===== config.mk =====
export PLATFORM = sky130hd
export DESIGN_NAME = mul_div_unit
export DESIGN_NICKNAME = d
export VERILOG_FILES = /design/src/rtl/mul_div_unit.sv
export SDC_FILE = /design/constraint.sdc
export NUM_CORES = 1
export LEC_CHECK = 0
export BUFFER_PORTS_ARGS = -buffer_cell sky130_fd_sc_hd__buf_2
export CAP_MARGIN = 15
export CORE_ASPECT_RATIO = 0.9
export CORE_MARGIN = 4
export CORE_UTILIZATION = 53
export DETAILED_ROUTE_END_ITERATION = 6
export PLACE_DENSITY = 0.75
export SYNTH_ARGS = -nofsm -noshare
export SYNTH_HDL_FRONTEND = slang
export SYNTH_SLANG_ARGS = --single-unit

===== constraint.sdc =====
create_clock -name clk -period 5.7 [get_ports clk]
set_clock_uncertainty 0.05 [all_clocks]
set_input_delay 0 -clock clk [delete_from_list [all_inputs] [get_ports clk]]
set_output_delay 0 -clock clk [all_outputs]
set_load 0.1 [all_outputs]

===== src/rtl/mul_div_unit.sv =====
// Iterative 32-bit multiply/divide unit with architectural HI/LO registers.
// Shift-add multiply and restoring divide on operand magnitudes, sign fixup in a final cycle.
module mul_div_unit #(
  parameter int unsigned WIDTH = 32
) (
  input  logic             clk,
  input  logic             rst,
  input  logic             start,
  input  logic [1:0]       op,
  input  logic [WIDTH-1:0] src_a,
  input  logic [WIDTH-1:0] src_b,
  input  logic             mthi,
  input  logic             mtlo,
  output logic             busy,
  output logic             done,
  output logic             div_by_zero,
  output logic [WIDTH-1:0] hi,
  output logic [WIDTH-1:0] lo
);

  typedef enum logic [1:0] {StIdle, StRun, StFix} state_e;

  state_e             state;
  logic [4:0]         cnt;
  logic [1:0]         op_q;
  logic [WIDTH-1:0]   a_q;
  logic [WIDTH-1:0]   b_mag;
  logic [2*WIDTH-1:0] acc;
  logic               sign_q;
  logic               sign_r;
  logic               b_zero;

  logic               accept;
  logic [WIDTH-1:0]   a_mag_in;
  logic [WIDTH-1:0]   b_mag_in;
  logic [WIDTH:0]     mul_sum;
  logic [2*WIDTH-1:0] mul_next;
  logic [WIDTH:0]     rem_sh;
  logic [WIDTH:0]     rem_diff;
  logic [2*WIDTH-1:0] div_next;
  logic [2*WIDTH-1:0] prod_fix;
  logic [WIDTH-1:0]   quo_fix;
  logic [WIDTH-1:0]   rem_fix;

  assign busy = (state != StIdle);

  always_comb begin
    accept   = (state == StIdle) && start && !mthi && !mtlo;
    a_mag_in = (op[0] && src_a[WIDTH-1]) ? -src_a : src_a;
    b_mag_in = (op[0] && src_b[WIDTH-1]) ? -src_b : src_b;

    // acc holds {partial product, remaining multiplier} or {remainder, dividend/quotient}
    mul_sum  = {1'b0, acc[2*WIDTH-1:WIDTH]} + (acc[0] ? {1'b0, b_mag} : '0);
    mul_next = {mul_sum, acc[WIDTH-1:1]};

    rem_sh   = {acc[2*WIDTH-1:WIDTH], acc[WIDTH-1]};
    rem_diff = rem_sh - {1'b0, b_mag};
    if (rem_sh >= {1'b0, b_mag}) begin
      div_next = {rem_diff[WIDTH-1:0], acc[WIDTH-2:0], 1'b1};
    end else begin
      div_next = {rem_sh[WIDTH-1:0], acc[WIDTH-2:0], 1'b0};
    end

    prod_fix = (op_q[0] && sign_q) ? -acc : acc;
    quo_fix  = (op_q[0] && sign_q) ? -acc[WIDTH-1:0] : acc[WIDTH-1:0];
    rem_fix  = (op_q[0] && sign_r) ? -acc[2*WIDTH-1:WIDTH] : acc[2*WIDTH-1:WIDTH];
  end

  always_ff @(posedge clk or posedge rst) begin
    if (rst) begin
      state       <= StIdle;
      cnt         <= '0;
      op_q        <= '0;
      a_q         <= '0;
      b_mag       <= '0;
      acc         <= '0;
      sign_q      <= 1'b0;
      sign_r      <= 1'b0;
      b_zero      <= 1'b0;
      done        <= 1'b0;
      div_by_zero <= 1'b0;
      hi          <= '0;
      lo          <= '0;
    end else begin
      done <= 1'b0;
      unique case (state)
        StIdle: begin
          if (mthi) hi <= src_a;
          if (mtlo) lo <= src_a;
          if (accept) begin
            state       <= StRun;
            cnt         <= 5'd31;
            op_q        <= op;
            a_q         <= src_a;
            b_mag       <= b_mag_in;
            acc         <= {{WIDTH{1'b0}}, a_mag_in};
            sign_q      <= op[0] & (src_a[WIDTH-1] ^ src_b[WIDTH-1]);
            sign_r      <= op[0] & src_a[WIDTH-1];
            b_zero      <= (src_b == '0);
            div_by_zero <= 1'b0;
          end
        end
        StRun: begin
          acc <= op_q[1] ? div_next : mul_next;
          if (cnt == 5'd0) begin
            state <= StFix;
          end else begin
            cnt <= cnt - 5'd1;
          end
        end
        StFix: begin
          state <= StIdle;
          done  <= 1'b1;
          if (op_q[1]) begin
            if (b_zero) begin
              hi          <= a_q;
              lo          <= '1;
              div_by_zero <= 1'b1;
            end else begin
              hi <= rem_fix;
              lo <= quo_fix;
            end
          end else begin
            hi <= prod_fix[2*WIDTH-1:WIDTH];
            lo <= prod_fix[WIDTH-1:0];
          end
        end
        default: state <= StIdle;
      endcase
    end
  end

endmodule


==> summary.md <==
The number of H-tree branching levels was 1. The run gives 0 as the post-detailed-route count of antenna-violating nets. Standard cell with the maximum stage delay on the critical path: a221oi_1.

The I/O pin total was 138. The tools report the instance area after placement as 0.0175 sq mm. TritonCTS built the clock tree. The floorplan has 61 rows.

The critical path is of the reg -> reg type. The total die area was 0.0345 sq mm. The library cell with the largest summed area after synthesis was dfrtp_1. After detailed routing, the met3 layer carries 6840 um of wire.

In the routed layout, each cell is associated on average with a via count of 6.40. The logs give 0 ns for the aggregate negative setup slack and 0.0167 sq mm for the netlist area before placement. Largest buffer count on any clock path: 3.

Signal routing reaches up to met4. At the end of the flow, the number of nets in the layout was 2430. In the synthesized netlist the async set-or-reset flop fraction comes to 100%.

The tools report the reported leakage power as 0.00846 uW. The detailed router put a total of 24900 um of wire on met1. The tools report the number of global-route vias before repair as 16384.

For this run, the slowest stage of the critical path takes 0.66 ns. The first global-routing pass estimated 91500 um of wire. For the pin with the worst max-slew slack, the measured transition is 1.14 ns. The fraction of layout cells with a size suffix above 1 was 10.3%. The worst min-delay path class was in -> async.

The total number of vias is 17370, and the required arrival time at the worst endpoint is 6.07 ns. The tools report the worst hold slack after final layout as -0.0112 ns. The wire length per cell after detailed routing is 21.6 um.

The wire length on met2 came out at 24500 um. The total length of routed wires is 58600 um, and the total CTS buffers is 24. The number of enable-type register cells in the synthesized netlist came out at 0. Most frequent standard cell in the layout excluding fill and tap cells: nand2_1.

The tools report the data arrival time at the worst-slack endpoint as 4.99 ns. The clock transition at the register clock pins on the worst setup and hold paths after CTS is 0.06 ns, and the effective utilization at floorplan is 54.0%. The clock network latency to the later pin of the worst-skew pair came out at 0.56 ns.

For this block, the initial DRC count from the detailed router was 1853. Sorting the synthesized cells by area gives the leading types as dfrtp_1 31%, nand2_1 6.8%, o21ai_0 6.1%. For this run, the leading register cell type out of synthesis is dfrtp_1.

The minimum period implied by the final worst setup slack is 4.62 ns. From bottom edge to top edge, the die measures 177 um. Detailed placement finished with a half-perimeter wire length of 41500 um. The power density over the cells is 688 mW/mm^2, and the post-synth net total is 2314. The number of fill cells in the layout is 2715, and the area growth from synthesis to layout is 15.4%.

Walking the worst path, the cells encountered are inv_1 -> buf_4 -> nor2_1 -> ha_1 -> a21oi_1 -> nor2_1 -> a2111oi_0 -> nand2_1 -> a221o_1 -> a221oi_1 -> o221ai_1 -> a211o_1 -> a32o_1. The share of the Yosys chip area taken by registers is 30.8%. The register bit count reported by yosys came out at 206. The tools report the final non-filler cell total as 2714.

The share of the synthesized area in the top cell type was 30.8%. The tools report the kind of end point of the critical path as a flip-flop. Timing would allow up to 216 MHz. The sort of element at the start of the critical path is a flip-flop. In the finished design, the share of the clock period the worst path needs comes to 81.1%. For the distinct cell type count after synthesis, the log shows 80. In this run the standard cell core region covers 0.0310 sq mm. Setup repair after global routing left no endpoint under its margin. The detailed-routing iteration count for the pre-antenna-repair pass was 6. For this run, design rule violations remaining after detail routing come to 0.

The run gives 0 as the number of setup violations in the final report. The number of antenna violations at the first check in global routing is 0, and the max-slew violation total from the final report is 0. Summing all flip-flop and latch instances after layout gives 0.00516 sq mm. The tools report the count of instances resized after the clock tree is built as 0. The post-route core utilization is 62.3%, and the total grt overflow is 0. The most common cell type on the critical path was nor2_1. Including well taps, the total number of placed cells is 2580. The number of instances in the synthesized netlist came out at 2171. The logs give 4 for the hold violation count in the final report and 0.0193 sq mm for the final instance area. For this run, the total global-route usage over all layers was measured as 32.8%. For the number of synthesis warnings, the log shows 0.

The checks that failed: negative hold slack. In this run the tool buffered the top-level ports with 137 buffer cells. For the final weighted congestion in routability-driven placement, the log shows 0.991.

The flow ran to the end, but the final reports show violations. The average footprint of a synthesized cell came out at 7.70 sq um. The worst voltage drop across the vdd grid came out at 0.519 mV.

The tools report the clock root buffer master as clkbuf_16. For this design, the sink count on the clock tree is 206. In the layout the commonest cells are 303 x nand2_1, 205 x dfrtp_1, 204 x o21ai_0. The maximum net fanout on the critical path is 19. The logs give 0 for the post-CTS setup-driven buffer insertion count and 77 for the maximum number of pins on one net before global-route repair. The number of maximum-capacitance constraint violations is 0. The worst slew margin relative to its limit is 24.0%. The multi-input combinational cells in the finished layout cover a total of 0.0107 sq mm.

The overall die width is 195 um.
==> power by group <==
group | total [uW] | internal, uW | switching (uW)
Sequential | 3100 | 2130 | 976
Clock | 1750 | 1070 | 683
Combinational | 8410 | 2790 | 5620
Total | 13300 | 5990 | 7280
==> cell families (layout without fill, tap and decap cells) <==
logic type	count (synthesis)	after routing	share of synthesized area, %
AOI/OAI and AO/OA	669	669	24.5
other	0	1	0
and+or+nand+nor	762	762	21.2
adders and majority gates	72	72	5.48
buffers and inverters	236	369	5.69
muxes	57	57	3.43
DFF	206	206	30.8
xor gates and xnor gates	169	169	8.85
==> Yosys cell counts (5+ instances only) <==
| cell type | count |
|---|---|
| nand2b_1 | 18 |
| buf_1 | 6 |
| o311ai_0 | 5 |
| a21o_1 | 26 |
| nor2b_1 | 18 |
| clkbuf_1 | 136 |
| o41ai_1 | 5 |
| a21oi_1 | 185 |
| o221ai_1 | 6 |
| a221oi_1 | 9 |
| a211oi_1 | 33 |
| inv_1 | 76 |
| o21ai_0 | 204 |
| nand3_1 | 51 |
| or3_1 | 19 |
| nand4_1 | 16 |
| a22oi_1 | 13 |
| o2111ai_1 | 11 |
| a41oi_1 | 6 |
| or4_1 | 11 |
| o22ai_1 | 40 |
| nor4_1 | 18 |
| nor2_1 | 188 |
| buf_2 | 7 |
| nand2_1 | 303 |
| and2_1 | 21 |
| xnor2_1 | 95 |
| xor2_1 | 74 |
| nor4b_1 | 6 |
| mux2i_1 | 54 |
| o21bai_1 | 9 |
| o211ai_1 | 26 |
| ha_1 | 70 |
| nor3_1 | 47 |
| a31oi_1 | 28 |
| or2_2 | 6 |
| o21a_1 | 9 |
| o211a_1 | 5 |
| o31ai_1 | 12 |
| dfrtp_1 | 206 |
| and3_1 | 18 |
==> final cells by class <==
type	instances	area share (%)
antenna	1	0.0130
sequential	206	26.7
multi-input combinational	1729	55.2
clock buffer	30	3.49
clock inverter	13	1.19
inverter	77	1.54
timing repair buffer	249	9.14
tap	409	2.65
==> per-layer routing <==
layer	track usage, %	up-vias
met5	0	-
met2	48.1	960
met3	8.70	178
met4	11.3	0
met1	47.0	8254
li1	-	7978
==> worst max-delay path: cells and delay by family, from the launching register on <==
kind | cells | cell delay [ns]
AOI/OAI and AO/OA | 7 | 2.52
adders and majority gates | 1 | 0.36
buffers and inverters | 2 | 0.76
DFF | 1 | 0.46
and+or+nand+nor | 3 | 0.31
==> flip-flops by register name, indices dropped and copies added (netlist names), 2 cells and up <==
signal	cells
lo	32
state	2
hi	32
cnt	5
op_q	2
a_q	32
b_mag	32
acc	64
==> path summary, 6_finish.rpt <==
check,start,end,slack (ns),cells past startpoint
max reg2reg,acc[0],acc[63],1.08,13
min,rst,hi[6],-0.01,3
max in group asynchronous,rst,b_mag[11],4.23,4
max,acc[0],acc[63],1.08,13
min reg2reg,hi[6],hi[6],0.42,2
min in group clk,op[1],op_q[1],0.16,4
==> what timing repair did <==
action,in CTS,in global routing
endpoints found under the hold margin,223,4
setup endpoints to repair,0,0
hold buffers,87,1
==> stage by stage <==
step	setup WS (ns)	total power (uW)	hold slack [ns]
finish	1.08	13300	-0.0112
global route	0.846	14100	0.0444
CTS	1.19	13100	0.0284
detailed placement	1.24	11200	0.0393
global placement	1.32	11100	0.0426
floorplan	0.0259	9310	0.0554
(Power assumes the default switching activity.)
